<file path="config.mk">
export PLATFORM = sky130hd
export DESIGN_NAME = rmii_rx_ctrl
export DESIGN_NICKNAME = d
export VERILOG_FILES = /design/src/rtl/rmii_rx_ctrl_pkg.sv /design/src/rtl/rmii_rx_ctrl_dibits_to_bytes.sv /design/src/rtl/rmii_rx_ctrl.sv
export SDC_FILE = /design/constraint.sdc
export NUM_CORES = 1
export LEC_CHECK = 0
export CORE_ASPECT_RATIO = 0.7
export CORE_MARGIN = 8
export CORE_UTILIZATION = 40
export CTS_CLUSTER_DIAMETER = 150
export DETAILED_ROUTE_END_ITERATION = 16
export PLACE_DENSITY_LB_ADDON = 0.08
export SLEW_MARGIN = 20
export SYNTH_ARGS = -nofsm -noshare
export SYNTH_HDL_FRONTEND = slang
export SYNTH_SLANG_ARGS = --single-unit
</file>
<file path="constraint.sdc">
create_clock -name clk -period 2 [get_ports clk]
set_input_delay 0.2 -clock clk [delete_from_list [all_inputs] [get_ports clk]]
set_output_delay 0.2 -clock clk [all_outputs]
set_load 0.02 [all_outputs]
</file>
<file path="src/rtl/rmii_rx_ctrl_pkg.sv">
// Shared definitions for the RMII receive sequencer.
//   BYTE_LEN / BYTE_LEN_LOG2 : byte geometry used by the dibit converter
//   BYTE_CNT_W               : width of the per-frame byte counter
//   rx_state_t               : sequencer state encoding
//   DIBIT_PRE / DIBIT_SFD    : line symbols of interest during the preamble
package rmii_rx_ctrl_pkg;

    localparam int BYTE_LEN      = 8;
    localparam int BYTE_LEN_LOG2 = 3;
    localparam int BYTE_CNT_W    = 11;

    localparam logic [1:0] DIBIT_PRE = 2'b01;
    localparam logic [1:0] DIBIT_SFD = 2'b11;

    typedef enum logic [2:0] {
        RX_IDLE,
        RX_PRE,
        RX_DATA,
        RX_END,
        RX_DROP
    } rx_state_t;

endpackage

</file>
<file path="src/rtl/rmii_rx_ctrl_dibits_to_bytes.sv">
// Dibit-to-byte assembler, LSB dibit first.
//   clk, reset : clock and synchronous active-high reset
//   inclk      : a dibit is presented on 'in' this cycle
//   in         : dibit value
//   done_in    : end of frame; any partial byte is discarded
//   out        : assembled byte, valid while outclk=1
//   outclk     : one-cycle strobe, one cycle after the 4th dibit of a byte
//   done_out   : done_in delayed by one cycle
module rmii_rx_ctrl_dibits_to_bytes
    import rmii_rx_ctrl_pkg::*;
(
    input  logic                clk,
    input  logic                reset,
    input  logic                inclk,
    input  logic [1:0]          in,
    input  logic                done_in,
    output logic [BYTE_LEN-1:0] out,
    output logic                outclk,
    output logic                done_out
);

    localparam logic [BYTE_LEN_LOG2-2:0] LAST_DIBIT = '1;

    logic [BYTE_LEN-3:0]      sr_p0;
    logic [BYTE_LEN_LOG2-2:0] dib_cnt_p0;

    // Stage p0: shift register collects the first three dibits of a byte.
    // Stage p1: byte register and strobe, loaded with the fourth dibit.
    always_ff @(posedge clk) begin
        if (reset) begin
            sr_p0      <= '0;
            dib_cnt_p0 <= '0;
            out        <= '0;
            outclk     <= 1'b0;
            done_out   <= 1'b0;
        end else begin
            outclk   <= 1'b0;
            done_out <= done_in;
            if (done_in) begin
                dib_cnt_p0 <= '0;
            end else if (inclk) begin
                // New dibits enter at the top so the first one ends up in bits [1:0].
                sr_p0      <= {in, sr_p0[BYTE_LEN-3:2]};
                dib_cnt_p0 <= dib_cnt_p0 + 1'b1;
                if (dib_cnt_p0 == LAST_DIBIT) begin
                    out    <= {in, sr_p0};
                    outclk <= 1'b1;
                end
            end
        end
    end

endmodule

</file>
<file path="src/rtl/rmii_rx_ctrl.sv">
// RMII receive sequencer: strips preamble/SFD, feeds payload dibits to the
// byte assembler from the SFD boundary on, ends the frame when CRS_DV drops
// and reports alignment / over-length errors alongside done_out.
//   clk, reset : clock (one dibit per cycle), synchronous active-high reset
//   crsdv, rxd : synchronised RMII CRS_DV and RXD[1:0]
//   out/outclk : received byte and its one-cycle strobe
//   done_out   : one-cycle strobe after the last byte of a frame
//   busy       : high from the SFD cycle until done_out
//   err_align  : with done_out, frame ended mid-byte
//   err_long   : with done_out, more than MAX_FRAME_BYTES bytes
//   byte_cnt   : bytes in the current/last frame, cleared on SFD
module rmii_rx_ctrl
    import rmii_rx_ctrl_pkg::*;
#(
    parameter int MIN_PRE_DIBITS  = 8,
    parameter int MAX_FRAME_BYTES = 1522
) (
    input  logic                  clk,
    input  logic                  reset,
    input  logic                  crsdv,
    input  logic [1:0]            rxd,
    output logic [BYTE_LEN-1:0]   out,
    output logic                  outclk,
    output logic                  done_out,
    output logic                  busy,
    output logic                  err_align,
    output logic                  err_long,
    output logic [BYTE_CNT_W-1:0] byte_cnt
);

    localparam int PRE_W = $clog2(MIN_PRE_DIBITS + 1);

    rx_state_t       state, state_nxt;
    logic [PRE_W-1:0] pre_cnt;
    logic [1:0]       dib_cnt;
    logic             err_align_r, err_long_r;
    logic             sfd_pulse, d2b_inclk, d2b_done_in, d2b_reset, d2b_done_out;

    function automatic logic [PRE_W-1:0] sat_pre_inc(input logic [PRE_W-1:0] v);
        if (v >= PRE_W'(MIN_PRE_DIBITS)) return PRE_W'(MIN_PRE_DIBITS);
        return v + 1'b1;
    endfunction

    function automatic logic [BYTE_CNT_W-1:0] sat_byte_inc(input logic [BYTE_CNT_W-1:0] v);
        if (v == '1) return v;
        return v + 1'b1;
    endfunction

    always_comb begin
        state_nxt   = state;
        sfd_pulse   = 1'b0;
        d2b_inclk   = 1'b0;
        d2b_done_in = 1'b0;
        case (state)
            RX_IDLE: if (crsdv && rxd == DIBIT_PRE) state_nxt = RX_PRE;
            RX_PRE: begin
                if (!crsdv) begin
                    state_nxt = RX_IDLE;
                end else if (rxd == DIBIT_PRE) begin
                    state_nxt = RX_PRE;
                end else if (rxd == DIBIT_SFD && pre_cnt >= PRE_W'(MIN_PRE_DIBITS)) begin
                    state_nxt = RX_DATA;
                    sfd_pulse = 1'b1;
                end else begin
                    state_nxt = RX_DROP;
                end
            end
            RX_DATA: begin
                if (crsdv) d2b_inclk = 1'b1;
                else       state_nxt = RX_END;
            end
            RX_END: begin
                d2b_done_in = 1'b1;
                state_nxt   = RX_IDLE;
            end
            RX_DROP: if (!crsdv) state_nxt = RX_IDLE;
            default: state_nxt = RX_IDLE;
        endcase
    end

    always_ff @(posedge clk) begin
        if (reset) begin
            state       <= RX_IDLE;
            pre_cnt     <= '0;
            dib_cnt     <= '0;
            byte_cnt    <= '0;
            err_align_r <= 1'b0;
            err_long_r  <= 1'b0;
        end else begin
            state <= state_nxt;
            if (state == RX_IDLE && state_nxt == RX_PRE)
                pre_cnt <= PRE_W'(1);
            else if (state == RX_PRE && crsdv && rxd == DIBIT_PRE)
                pre_cnt <= sat_pre_inc(pre_cnt);
            if (sfd_pulse) begin
                byte_cnt <= '0;
                dib_cnt  <= '0;
            end else if (d2b_inclk) begin
                dib_cnt <= dib_cnt + 2'd1;
                if (dib_cnt == 2'd3) byte_cnt <= sat_byte_inc(byte_cnt);
            end
            // Errors are latched as CRS_DV drops and exposed only with done_out.
            if (state == RX_DATA && !crsdv) begin
                err_align_r <= (dib_cnt != 2'd0);
                err_long_r  <= (int'(byte_cnt) > MAX_FRAME_BYTES);
            end
        end
    end

    // The SFD cycle clears the assembler so the next dibit is bits [1:0] of byte 0.
    assign d2b_reset = reset | sfd_pulse;

    rmii_rx_ctrl_dibits_to_bytes u_d2b (
        .clk      (clk),
        .reset    (d2b_reset),
        .inclk    (d2b_inclk),
        .in       (rxd),
        .done_in  (d2b_done_in),
        .out      (out),
        .outclk   (outclk),
        .done_out (d2b_done_out)
    );

    assign done_out  = d2b_done_out;
    assign err_align = d2b_done_out & err_align_r;
    assign err_long  = d2b_done_out & err_long_r;
    assign busy      = sfd_pulse | (state == RX_DATA) | (state == RX_END);

endmodule

</file>
==> summary.txt <==
Status -> finished clean
Fmax -> 575 MHz
Clock transition at the registers of the reported paths -> 0.09 ns
Drt wl/cell -> 13.4 um
Initial antenna violation count -> 0
CP max stage delay -> 0.52 ns
RSZ-0062 raised after global routing -> false
CTS root buf -> clkbuf_8
Placed Area -> 2230 um^2
Pwr Density -> 648 nW/um^2
First-pass DRT Iterations -> 4
Fin Hold WS -> 0.460 ns
First-pass GRT wire length -> 7.27 mm
PortBufs -> 28
Gr usage total -> 12.3%
First DRT Iteration DRCs -> 91
Setup_tns -> 0 ns
Setup bufs post-CTS -> 0
Leak -> 0.792 nW
Core ar. -> 4400 um^2
Clk buf depth -> 2
Setup violators final -> 0
Worst slack at placement -> 0.0530 ns
TritonCTS Buffers -> 5
DR vias/cell -> 5.24
Setup ws final -> 0.262 ns
Worst-Skew Late Latency -> 0.29 ns
Distinct cells, synth -> 39
Post-synth EDFFs -> 0
Compound-cell area share of the yosys netlist -> 16.3%
Crit share post-route -> 86.9%
Slew margin rel. -> 74.0%
Commonest non-fill, non-tap cell in the layout -> nand2_1
Largest family of logic cells by synthesized area -> simple AND/OR/NAND/NOR gates
Multiplexer share of the synthesized area -> 0.540%
Ant. Diodes -> 0
CP arrival -> 1.54 ns
DPL Wire Length -> 3.16 mm
XOR/XNOR share of the synthesized area -> 0.473%
Die X-Extent -> 97.4 um
Post-synthesis simple-gate area fraction -> 29.6%
Synth Instances -> 226
Die Area -> 7100 um^2
Worst IR Drop VDD -> 0.316 mV
# DRC -> 0
Startpoint types -> flop
Post-synthesis sequential area ratio -> 43.2%
Max-cap violations -> 0
Largest net degree at the start of global routing -> 25
Most frequent cells in the layout -> 41 x nand2_1, 40 x dfxtp_1, 29 x a21oi_1, 27 x clkdlybuf4s50_1, 14 x nand3_1
Hold Path Class -> reg -> reg
Avg Inst Size Synth -> 8.20 um^2
Post-route ant nets -> 0
Worst path slowest cell -> dfxtp_1
Post-route cell area -> 2340 um^2
#FFs+latches synth -> 40
Critical path capture point type -> primary output
Initial Util -> 42.1%
Post-layout min period -> 1.74 ns
Slew @ Worst Pin -> 0.390 ns
Final Total Pwr -> 1.52 mW
Rows -> 20
Crit Path Category -> reg -> out
Synth-to-Final Area Change -> 26.4%
Die height -> 72.9 um
Final hold vios -> 0
Syn Nets -> 238
Clk sinks -> 40
Top FF cell, synth -> dfxtp_1
CTS Hold Bufs -> 0
Clk_skew -> 0.0125 ns
GRT overflow -> 0
FFs w/ async S/R, synth -> 0%
Routed vias -> 1661
Share of layout cells above drive strength 1 -> 8.40%
Total of cells resized after clock tree synthesis -> 1
Mapped Area -> 1850 um^2
CP Data Required Time -> 1.80 ns
WL final -> 4.25 mm
Vias in the first global route -> 1457
Final GP Congestion -> 0.753
H-tree depth -> 2
Yosys warns -> 0
CP Cell Sequence -> and4bb_1 -> nand2_1 -> o21ai_0 -> dlygate4sd2_1
Final Net Count -> 273
Adder-Cell Fraction of Synth Area -> 4.73%
TritonCTS clock tree -> done
Crit path max fanout -> 11
Fillers -> 424
I/O pin cnt -> 29
Max Slew Vio Count -> 0
worst paths after layout:
| kind | startpoint | endpoint | slack, ns | cells past startpoint |
|---|---|---|---|---|
| min | u_d2b.out[0] | u_d2b.out[0] | 0.46 | 2 |
| max | state[2] | busy | 0.26 | 4 |
| min reg2reg | u_d2b.out[0] | u_d2b.out[0] | 0.46 | 2 |
| max reg2reg | state[2] | byte_cnt[3] | 0.26 | 5 |
synthesized netlist by cell type, drive strengths merged (5+ instances only):
library cell,count,area (um^2)
nand2,41,154
dfxtp,40,801
a21oi,29,145
nand3,14,70.1
nor2,11,41.3
inv,10,37.5
buf,7,42.5
ha,7,87.6
o21ai,7,35.0
or3,6,37.5
or4,6,45.0
nand2b,5,31.3
layout make-up:
class	instances	area, um^2	area share, %
clock buffer	5	68.8	2.94
sequential	40	801	34.2
inverter	10	37.5	1.60
multi-input combinational	165	957	40.9
clock inverter	3	47.5	2.03
timing repair buffer	39	362	15.4
tap	55	68.8	2.94
critical path, delay by kind of cell, from the launching register on:
kind / cells / cell delay, ns
flip-flops: 1 / 0.52
AND/OR/NAND/NOR: 2 / 0.33
buffers and inverters: 1 / 0.33
AO/OA/AOI/OAI: 1 / 0.07
per-layer routing:
metal	share of wire [%]	GRT usage [%]	up-vias
met5	0	0	-
met4	0.47	3.01	0
met3	6.0	3.97	2
met2	38	16.5	28
met1	56	18.0	753
li1	-	-	878
stage by stage:
| stage | util [%] | cells |
|---|---|---|
| after floorplan | - | 226 |
| after detailed placement | 50.6 | 309 |
| after global placement | 50.6 | 309 |
| final | 53.2 | 317 |
| after global routing | 53.2 | 317 |
| after CTS | 53.2 | 317 |
sequential cells by signal, summed over array words and instances, names as in the netlist:
| signal | flops |
|---|---|
| u_d2b.done_out | 1 |
| u_d2b.dib_cnt_p0 | 2 |
| u_d2b.outclk | 1 |
| u_d2b.sr_p0 | 6 |
| err_align_r | 1 |
| dib_cnt | 2 |
| byte_cnt | 11 |
| pre_cnt | 4 |
| err_long_r | 1 |
| state | 3 |
| u_d2b.out | 8 |
logic make-up (layout without fill, tap and decap cells):
family	count (synthesis)	count (layout)
xor+xnor	1	1
fa+ha+maj	7	7
mux	1	1
buf+inv	21	57
simple gates	104	104
compound gates	52	52
flops	40	40
power by group:
group | switching [mW] | total [mW] | internal (mW)
sequential | 0.00319 | 0.801 | 0.798
clock | 0.293 | 0.669 | 0.376
combinational | 0.0274 | 0.0481 | 0.0207
Note: power is estimated with default switching activity, not from simulation.
